### src/rtl/mac_pkg.sv
// Shared widths, frame limit and FSM state encoding for the MAC accumulator.
package mac_pkg;

  localparam int PROD_W    = 16;
  localparam int ACC_W     = 24;
  localparam int CNT_W     = 5;
  localparam int MAX_TERMS = 16;

  localparam logic ST_ACCUM = 1'b0;
  localparam logic ST_DONE  = 1'b1;

  typedef enum logic {
    ACCUM = ST_ACCUM,
    DONE  = ST_DONE
  } state_t;

endpackage

### src/rtl/mac_accumulator_if.sv
// Term input and result output handshakes of the MAC accumulator.
interface mac_accumulator_if #(
  parameter int PROD_W = mac_pkg::PROD_W,
  parameter int ACC_W  = mac_pkg::ACC_W,
  parameter int CNT_W  = mac_pkg::CNT_W
);

  logic [PROD_W-1:0] prod_in;
  logic              in_valid;
  logic              in_last;
  logic              in_ready;
  logic [ACC_W-1:0]  acc_out;
  logic [CNT_W-1:0]  term_cnt;
  logic              ovf;
  logic              out_valid;
  logic              out_ready;

  modport master (
    output prod_in, in_valid, in_last, out_ready,
    input  in_ready, acc_out, term_cnt, ovf, out_valid
  );

  modport slave (
    input  prod_in, in_valid, in_last, out_ready,
    output in_ready, acc_out, term_cnt, ovf, out_valid
  );

endinterface

### src/rtl/mac_sat_add.sv
// ACC_W-bit adder with carry-out; clamps to all-ones when MAC_ACC_SATURATE_EN is defined,
// otherwise wraps modulo 2^ACC_W.
module mac_sat_add #(
  parameter int ACC_W = mac_pkg::ACC_W
) (
  input  logic [ACC_W-1:0] a,
  input  logic [ACC_W-1:0] b,
  output logic [ACC_W-1:0] sum,
  output logic             carry
);

  logic [ACC_W-1:0] raw;

  always_comb begin
    {carry, raw} = {1'b0, a} + {1'b0, b};
`ifdef MAC_ACC_SATURATE_EN
    sum = carry ? '1 : raw;
`else
    sum = raw;
`endif
  end

endmodule

### src/rtl/mac_accumulator.sv
// Frame-based multiply-accumulate back end: sums product terms until in_last or MAX_TERMS,
// then holds the result for the consumer. Saturating add selected by MAC_ACC_SATURATE_EN.
//
// state | meaning
// ACCUM | accepting terms, building the frame sum
// DONE  | result presented, waiting for out_ready
module mac_accumulator #(
  parameter int PROD_W    = mac_pkg::PROD_W,
  parameter int ACC_W     = mac_pkg::ACC_W,
  parameter int MAX_TERMS = mac_pkg::MAX_TERMS,
  parameter int CNT_W     = mac_pkg::CNT_W
) (
  input logic               clk,
  input logic               rst,
  mac_accumulator_if.slave  bus
);

  import mac_pkg::*;

  state_t           state;
  logic [ACC_W-1:0] acc;
  logic [CNT_W-1:0] count;
  logic             sticky_ovf;

  logic [ACC_W-1:0] acc_out_q;
  logic [CNT_W-1:0] term_cnt_q;
  logic             ovf_q;
  logic             out_valid_q;
  logic             in_ready_q;

  logic [ACC_W-1:0] sum;
  logic             carry;
  logic             accept;
  logic             close;

  mac_sat_add #(.ACC_W(ACC_W)) u_add (
    .a     (acc),
    .b     (ACC_W'(bus.prod_in)),
    .sum   (sum),
    .carry (carry)
  );

  // in_ready_q is only high in ACCUM, so it doubles as the state qualifier
  assign accept = bus.in_valid & in_ready_q;
  assign close  = bus.in_last | (count == CNT_W'(MAX_TERMS - 1));

  always_ff @(posedge clk or posedge rst) begin
    if (rst) begin
      state       <= ACCUM;
      acc         <= '0;
      count       <= '0;
      sticky_ovf  <= 1'b0;
      acc_out_q   <= '0;
      term_cnt_q  <= '0;
      ovf_q       <= 1'b0;
      out_valid_q <= 1'b0;
      in_ready_q  <= 1'b1;
    end else begin
      case (state)
        ACCUM: begin
          if (accept) begin
            acc        <= sum;
            count      <= count + CNT_W'(1);
            sticky_ovf <= sticky_ovf | carry;
            if (close) begin
              acc_out_q   <= sum;
              term_cnt_q  <= count + CNT_W'(1);
              ovf_q       <= sticky_ovf | carry;
              out_valid_q <= 1'b1;
              in_ready_q  <= 1'b0;
              state       <= DONE;
            end
          end
        end
        DONE: begin
          if (bus.out_ready) begin
            acc         <= '0;
            count       <= '0;
            sticky_ovf  <= 1'b0;
            out_valid_q <= 1'b0;
            in_ready_q  <= 1'b1;
            state       <= ACCUM;
          end
        end
      endcase
    end
  end

  assign bus.in_ready  = in_ready_q;
  assign bus.out_valid = out_valid_q;
  assign bus.acc_out   = acc_out_q;
  assign bus.term_cnt  = term_cnt_q;
  assign bus.ovf       = ovf_q;

endmodule
### src/flat_wrapper.sv
// flat-port wrapper written by rule: the top's interface ports become plain ports
module mac_accumulator_flat import mac_pkg::*;
#(
  parameter int PROD_W    = mac_pkg::PROD_W,
  parameter int ACC_W     = mac_pkg::ACC_W,
  parameter int MAX_TERMS = mac_pkg::MAX_TERMS,
  parameter int CNT_W     = mac_pkg::CNT_W
)
  (clk, rst, bus_prod_in, bus_in_valid, bus_in_last, bus_out_ready, bus_in_ready, bus_acc_out, bus_term_cnt, bus_ovf, bus_out_valid);
  mac_accumulator_if #(.PROD_W(PROD_W), .ACC_W(ACC_W), .CNT_W(CNT_W)) bus_i ();
  input logic clk;
  input logic rst;
  input wire logic [$bits(bus_i.prod_in)-1:0] bus_prod_in;
  input wire logic [$bits(bus_i.in_valid)-1:0] bus_in_valid;
  input wire logic [$bits(bus_i.in_last)-1:0] bus_in_last;
  input wire logic [$bits(bus_i.out_ready)-1:0] bus_out_ready;
  output wire logic [$bits(bus_i.in_ready)-1:0] bus_in_ready;
  output wire logic [$bits(bus_i.acc_out)-1:0] bus_acc_out;
  output wire logic [$bits(bus_i.term_cnt)-1:0] bus_term_cnt;
  output wire logic [$bits(bus_i.ovf)-1:0] bus_ovf;
  output wire logic [$bits(bus_i.out_valid)-1:0] bus_out_valid;
  assign bus_i.prod_in = bus_prod_in;
  assign bus_i.in_valid = bus_in_valid;
  assign bus_i.in_last = bus_in_last;
  assign bus_i.out_ready = bus_out_ready;
  assign bus_in_ready = bus_i.in_ready;
  assign bus_acc_out = bus_i.acc_out;
  assign bus_term_cnt = bus_i.term_cnt;
  assign bus_ovf = bus_i.ovf;
  assign bus_out_valid = bus_i.out_valid;
  mac_accumulator #(.PROD_W(PROD_W), .ACC_W(ACC_W), .MAX_TERMS(MAX_TERMS), .CNT_W(CNT_W)) u_core (.clk(clk), .rst(rst), .bus(bus_i));
endmodule
### config.mk
export PLATFORM = sky130hd
export DESIGN_NAME = mac_accumulator_flat
export DESIGN_NICKNAME = d
export VERILOG_FILES = /design/src/rtl/mac_pkg.sv /design/src/rtl/mac_accumulator_if.sv /design/src/rtl/mac_sat_add.sv /design/src/rtl/mac_accumulator.sv /design/src/flat_wrapper.sv
export SDC_FILE = /design/constraint.sdc
export NUM_CORES = 1
export LEC_CHECK = 0
export BUFFER_PORTS_ARGS = -buffer_cell sky130_fd_sc_hd__buf_2
export CAP_MARGIN = 20
export CORE_AREA = 2 2 103 105
export CTS_CLUSTER_SIZE = 10
export DETAILED_ROUTE_END_ITERATION = 10
export DIE_AREA = 0 0 105 107
export PLACE_DENSITY = 0.59
export RECOVER_POWER = 50
export SYNTH_ARGS = -nofsm -noshare
export SYNTH_HDL_FRONTEND = slang
export SYNTH_SLANG_ARGS = --single-unit
### constraint.sdc
create_clock -name clk -period 2.9 [get_ports clk]
set_input_delay 0.29 -clock clk [delete_from_list [all_inputs] [get_ports clk]]
set_output_delay 0.29 -clock clk [all_outputs]
set_load 0.02 [all_outputs]
==> summary.md <==
| Metric | Value |
|---|---|
| Layout Skew | 0.00630 ns |
| Vias in the first global route | 2810 |
| Setup bufs post-CTS | 0 |
| Sum Neg Setup Slack | 0 ns |
| Primary FF master, synth | dfrtp_1 |
| Synth Area in Adders | 7.09% |
| First-pass GRT wire length | about 14 mm |
| # H-tree levels | 3 |
| Largest net degree at the start of global routing | 41 |
| Tightest Pin Transition | roughly 1.3 ns |
| Top Ports | 53 |
| Fillers | approximately 1100 |
| Row count | 37 |
| CP Buf/Inv Count | 2 |
| Via count | just under 3000 |
| Wire per inst | between 10 and 15 um |
| Clk_lat worst skew | 0.34 ns |
| DP Area | 3890 um2 |
| TritonCTS Sinks | 63 |
| Number of synthesized register bits | 63 |
| CP arrival | 2.89 ns |
| Crit-path leading delay family | simple AND/OR/NAND/NOR gates |
| Share of cells above drive strength 1 | 11.7% |
| Yosys warning count | 0 |
| Fin crit period | 2.61 ns |
| Most common cell after layout, fill and taps aside | dfrtp_1 |
| Crit end category | flop |
| Worst Reg-to-Reg Cells | 10 |
| Mux contribution to synthesized area | 0% |
| Post-DP HPWL | ~5.9 mm |
| Final setup violation count | 0 |
| P per Cell Area | a little over 1000 nW/um2 |
| Grt total ovfl | 0 |
| Post-synth top area cell | dfrtp_1 |
| Remaining antenna violation count | 0 |
| Min-delay worst type | in -> reg |
| DP Worst Slack | 0.255 ns |
| Initial Utilization | 34.3% |
| Final Hold Viols | 0 |
| CTS resizes | 0 |
| P_leak | 1.83 nW |
| Clock buffer depth | 2 |
| Via density | roughly 5 |
| Slowest CP cell | or4_1 |
| Sequential share of power | 33.9% |
| Max Transition Viols Final | 0 |
| Peak VDD IR | 0.000307 V |
| Tcrit/Tclk final | 90.0% |
| Internal | approximately 0.0024 W |
| DRT Pass-1 Iters | 4 |
| Number of port buffers | 52 |
| Die W | 105 um |
| Worst path max stage delay | 0.47 ns |
| Fin nets | 470 |
| CTS tree | yes |
| Reg area | around 1600 um2 |
| CORE AREA | just over 10000 um2 |
| Worst hold slack | ~0.18 ns |
| Net Sw Frac | 41.7% |
| EDFF count, synth | 0 |
| Top fanout value on the critical path | 13 |
| DRT iter0 DRCs | 125 |
| Distinct cells, synth | 48 |
| Syn Area/Cell | 9.24 um2 |
| Relative slew slack | roughly 15% |
| Asr flop ratio synth | 100% |
| HP Start | bus_out_ready |
| Complex-gate fraction of the synthesized area | 23.1% |
| Initial antenna violation count | 0 |
| Cts bufs inserted | 9 |
| FMAX | 383 MHz |
| Status | completed |
| RSZ-0062 raised after global routing | false |
| Overall global routing resource usage | 15.7% |
| Post-Syn Area | 3460 um2 |
| CTS root buf | clkbuf_8 |
| Post-Syn Nets | slightly above 400 |
| Area occupied by multi-input gates | 1770 um2 |
| Final worst slack | between 0.2 and 0.3 ns |
| Fin area | 4080 um2 |
| Sequential area share after synthesis | 45.6% |
| R2R Path Start | u_core.acc[0] |
| Simple-gate share of the synthesized area | 17.2% |
| Worst reg2reg setup slack | 0.29 ns |
| Clk slew on worst S/H paths | 0.07 ns |
| Max Cap Viol | 0 |
| Largest family of logic cells by synthesized area | compound AO/OA/AOI/OAI gates |
| Clk pwr share | 21.1% |
| Die area | ~11000 um2 |
| Share of the synthesized area in the top cell type | approximately 45% |
| Startpoint types | flop |
| Post-Synth XOR/XNOR Area | 3.55% |
| Hold Crit Depth | 2 |
| Critical Path RT | 3.18 ns |
| Area grow syn2layout | 18.0% |
| Final wirelength | around 8.3 mm |
| GPL Wtd Cong | 0.786 |
| Net Sw Power | 0.00173 W |
| Residual DRC | 0 |
| CP Cell Sequence | ha_1 > inv_1 > fa_1 > nor2b_1 > o2111ai_1 > a21oi_1 > o41ai_4 > buf_4 > or4_1 > nand3_1 |
| Synth area leaders | dfrtp_1 45%, ha_1 6.5%, nand2_1 6.3% |
| Reg-to-reg endpoint | u_core.acc[20] |
| Die Y | 107 um |
| Most frequent cells in the layout | 62 x dfrtp_1, 58 x nand2_1, 41 x o21ai_0 |
| Hold worst-path end | u_core.state |
| Comb power frac | roughly 45% |
| Antenna cells | 0 |
| Setup Crit Path Kind | reg -> reg |
| Syn Inst Count | 374 |
==> power groups by stage <==
| stage | clock [W] | sequential, W | combinational [W] |
|---|---|---|---|
| 2_1_floorplan | 0 | 0.00159 | 0.00122 |
| 3_3_place_gp | 0 | 0.00141 | 0.00191 |
| 3_5_place_dp | 0 | 0.00143 | 0.00193 |
| 4_1_cts | 0.000894 | 0.00141 | 0.00194 |
| 5_1_grt | 0.000945 | 0.00145 | 0.00211 |
| 6_report | 0.000876 | 0.00141 | 0.00187 |
==> worst max path at each step <==
stage | start | to | slack, ns | cells past startpoint
2_1_floorplan | u_core.acc[9] | u_core.sticky_ovf | 0.51 | 9
3_3_place_gp | bus_prod_in[0] | u_core.acc[20] | 0.34 | 11
3_5_place_dp | bus_prod_in[0] | u_core.acc[20] | 0.25 | 11
4_1_cts | u_core.acc[0] | u_core.acc[20] | 0.27 | 10
5_1_grt | u_core.acc[0] | u_core.acc[20] | 0.11 | 10
6_report | u_core.acc[0] | u_core.acc[20] | 0.29 | 10
==> registers in the layout, indices dropped and copies added, names as in the netlist <==
name / count
u_core.bus.out_valid: 1
u_core.bus.term_cnt: 5
u_core.state: 1
u_core.bus.acc_out: 24
u_core.sticky_ovf: 1
u_core.bus.ovf: 1
u_core.acc: 24
u_core.count: 5
u_core.bus.in_ready: 1
==> logic make-up after synthesis <==
group                    after synthesis
AND/OR/NAND/NOR                      127
AO/OA/AOI/OAI                        124
flip-flops                            63
buffers and inverters                 27
adder cells (fa/ha/maj)               19
XOR/XNOR                              14
==> synthesized netlist by cell type (2+ instances only) <==
library cell,instances
o21ai_1,7
a41oi_1,4
nand3_1,28
dfrtp_1,62
nand2_1,58
a32o_1,2
nand2b_1,2
and3_1,5
a21oi_1,17
clkbuf_1,16
o211ai_1,4
o21ai_0,41
or2_2,2
o31a_1,2
buf_6,2
ha_1,18
a31oi_1,13
xnor2_1,10
nor2_1,14
inv_1,8
xor2_1,4
nor2b_1,2
nor3_1,2
a21o_1,9
and2_1,2
o31ai_1,9
or3_1,4
a21boi_0,3
o21a_1,3
or4_1,3
==> metal layers <==
metal / routed length, um / part of all wire (%) / vias to the layer above / GRT usage, %
li1: - / - / 1469 / -
met1: 4040 / 49 / 1402 / 22.3
met2: 3830 / 46 / 60 / 23.8
met3: 377 / 4.5 / 5 / 4.32
met4: 57 / 0.69 / 0 / 3.71
met5: 0 / 0 / - / 0
==> per-stage QoR <==
stage,util (%),cells,total power [W]
floorplan,-,374,0.00282
global placement,38.6,554,0.00332
detailed placement,38.6,554,0.00335
CTS,40.9,571,0.00424
global route,40.4,571,0.00451
finish,40.4,571,0.00416
==> timing repair <==
| action | CTS | global route |
|---|---|---|
| endpoints found under the setup margin | 0 | 0 |
| hold buffers | 1 | 0 |
| hold endpoints to repair | 20 | 0 |
==> layout make-up <==
class | count | share of cell area [%]
Clock inverter | 3 | 1.60
Clock buffer | 13 | 3.90
Sequential cell | 63 | 38.7
Timing Repair Buffer | 64 | 7.52
Multi-Input combinational cell | 284 | 43.4
Tap cell | 136 | 4.17
Inverter | 8 | 0.736
No activity file was read; power rests on OpenSTA's default activity.
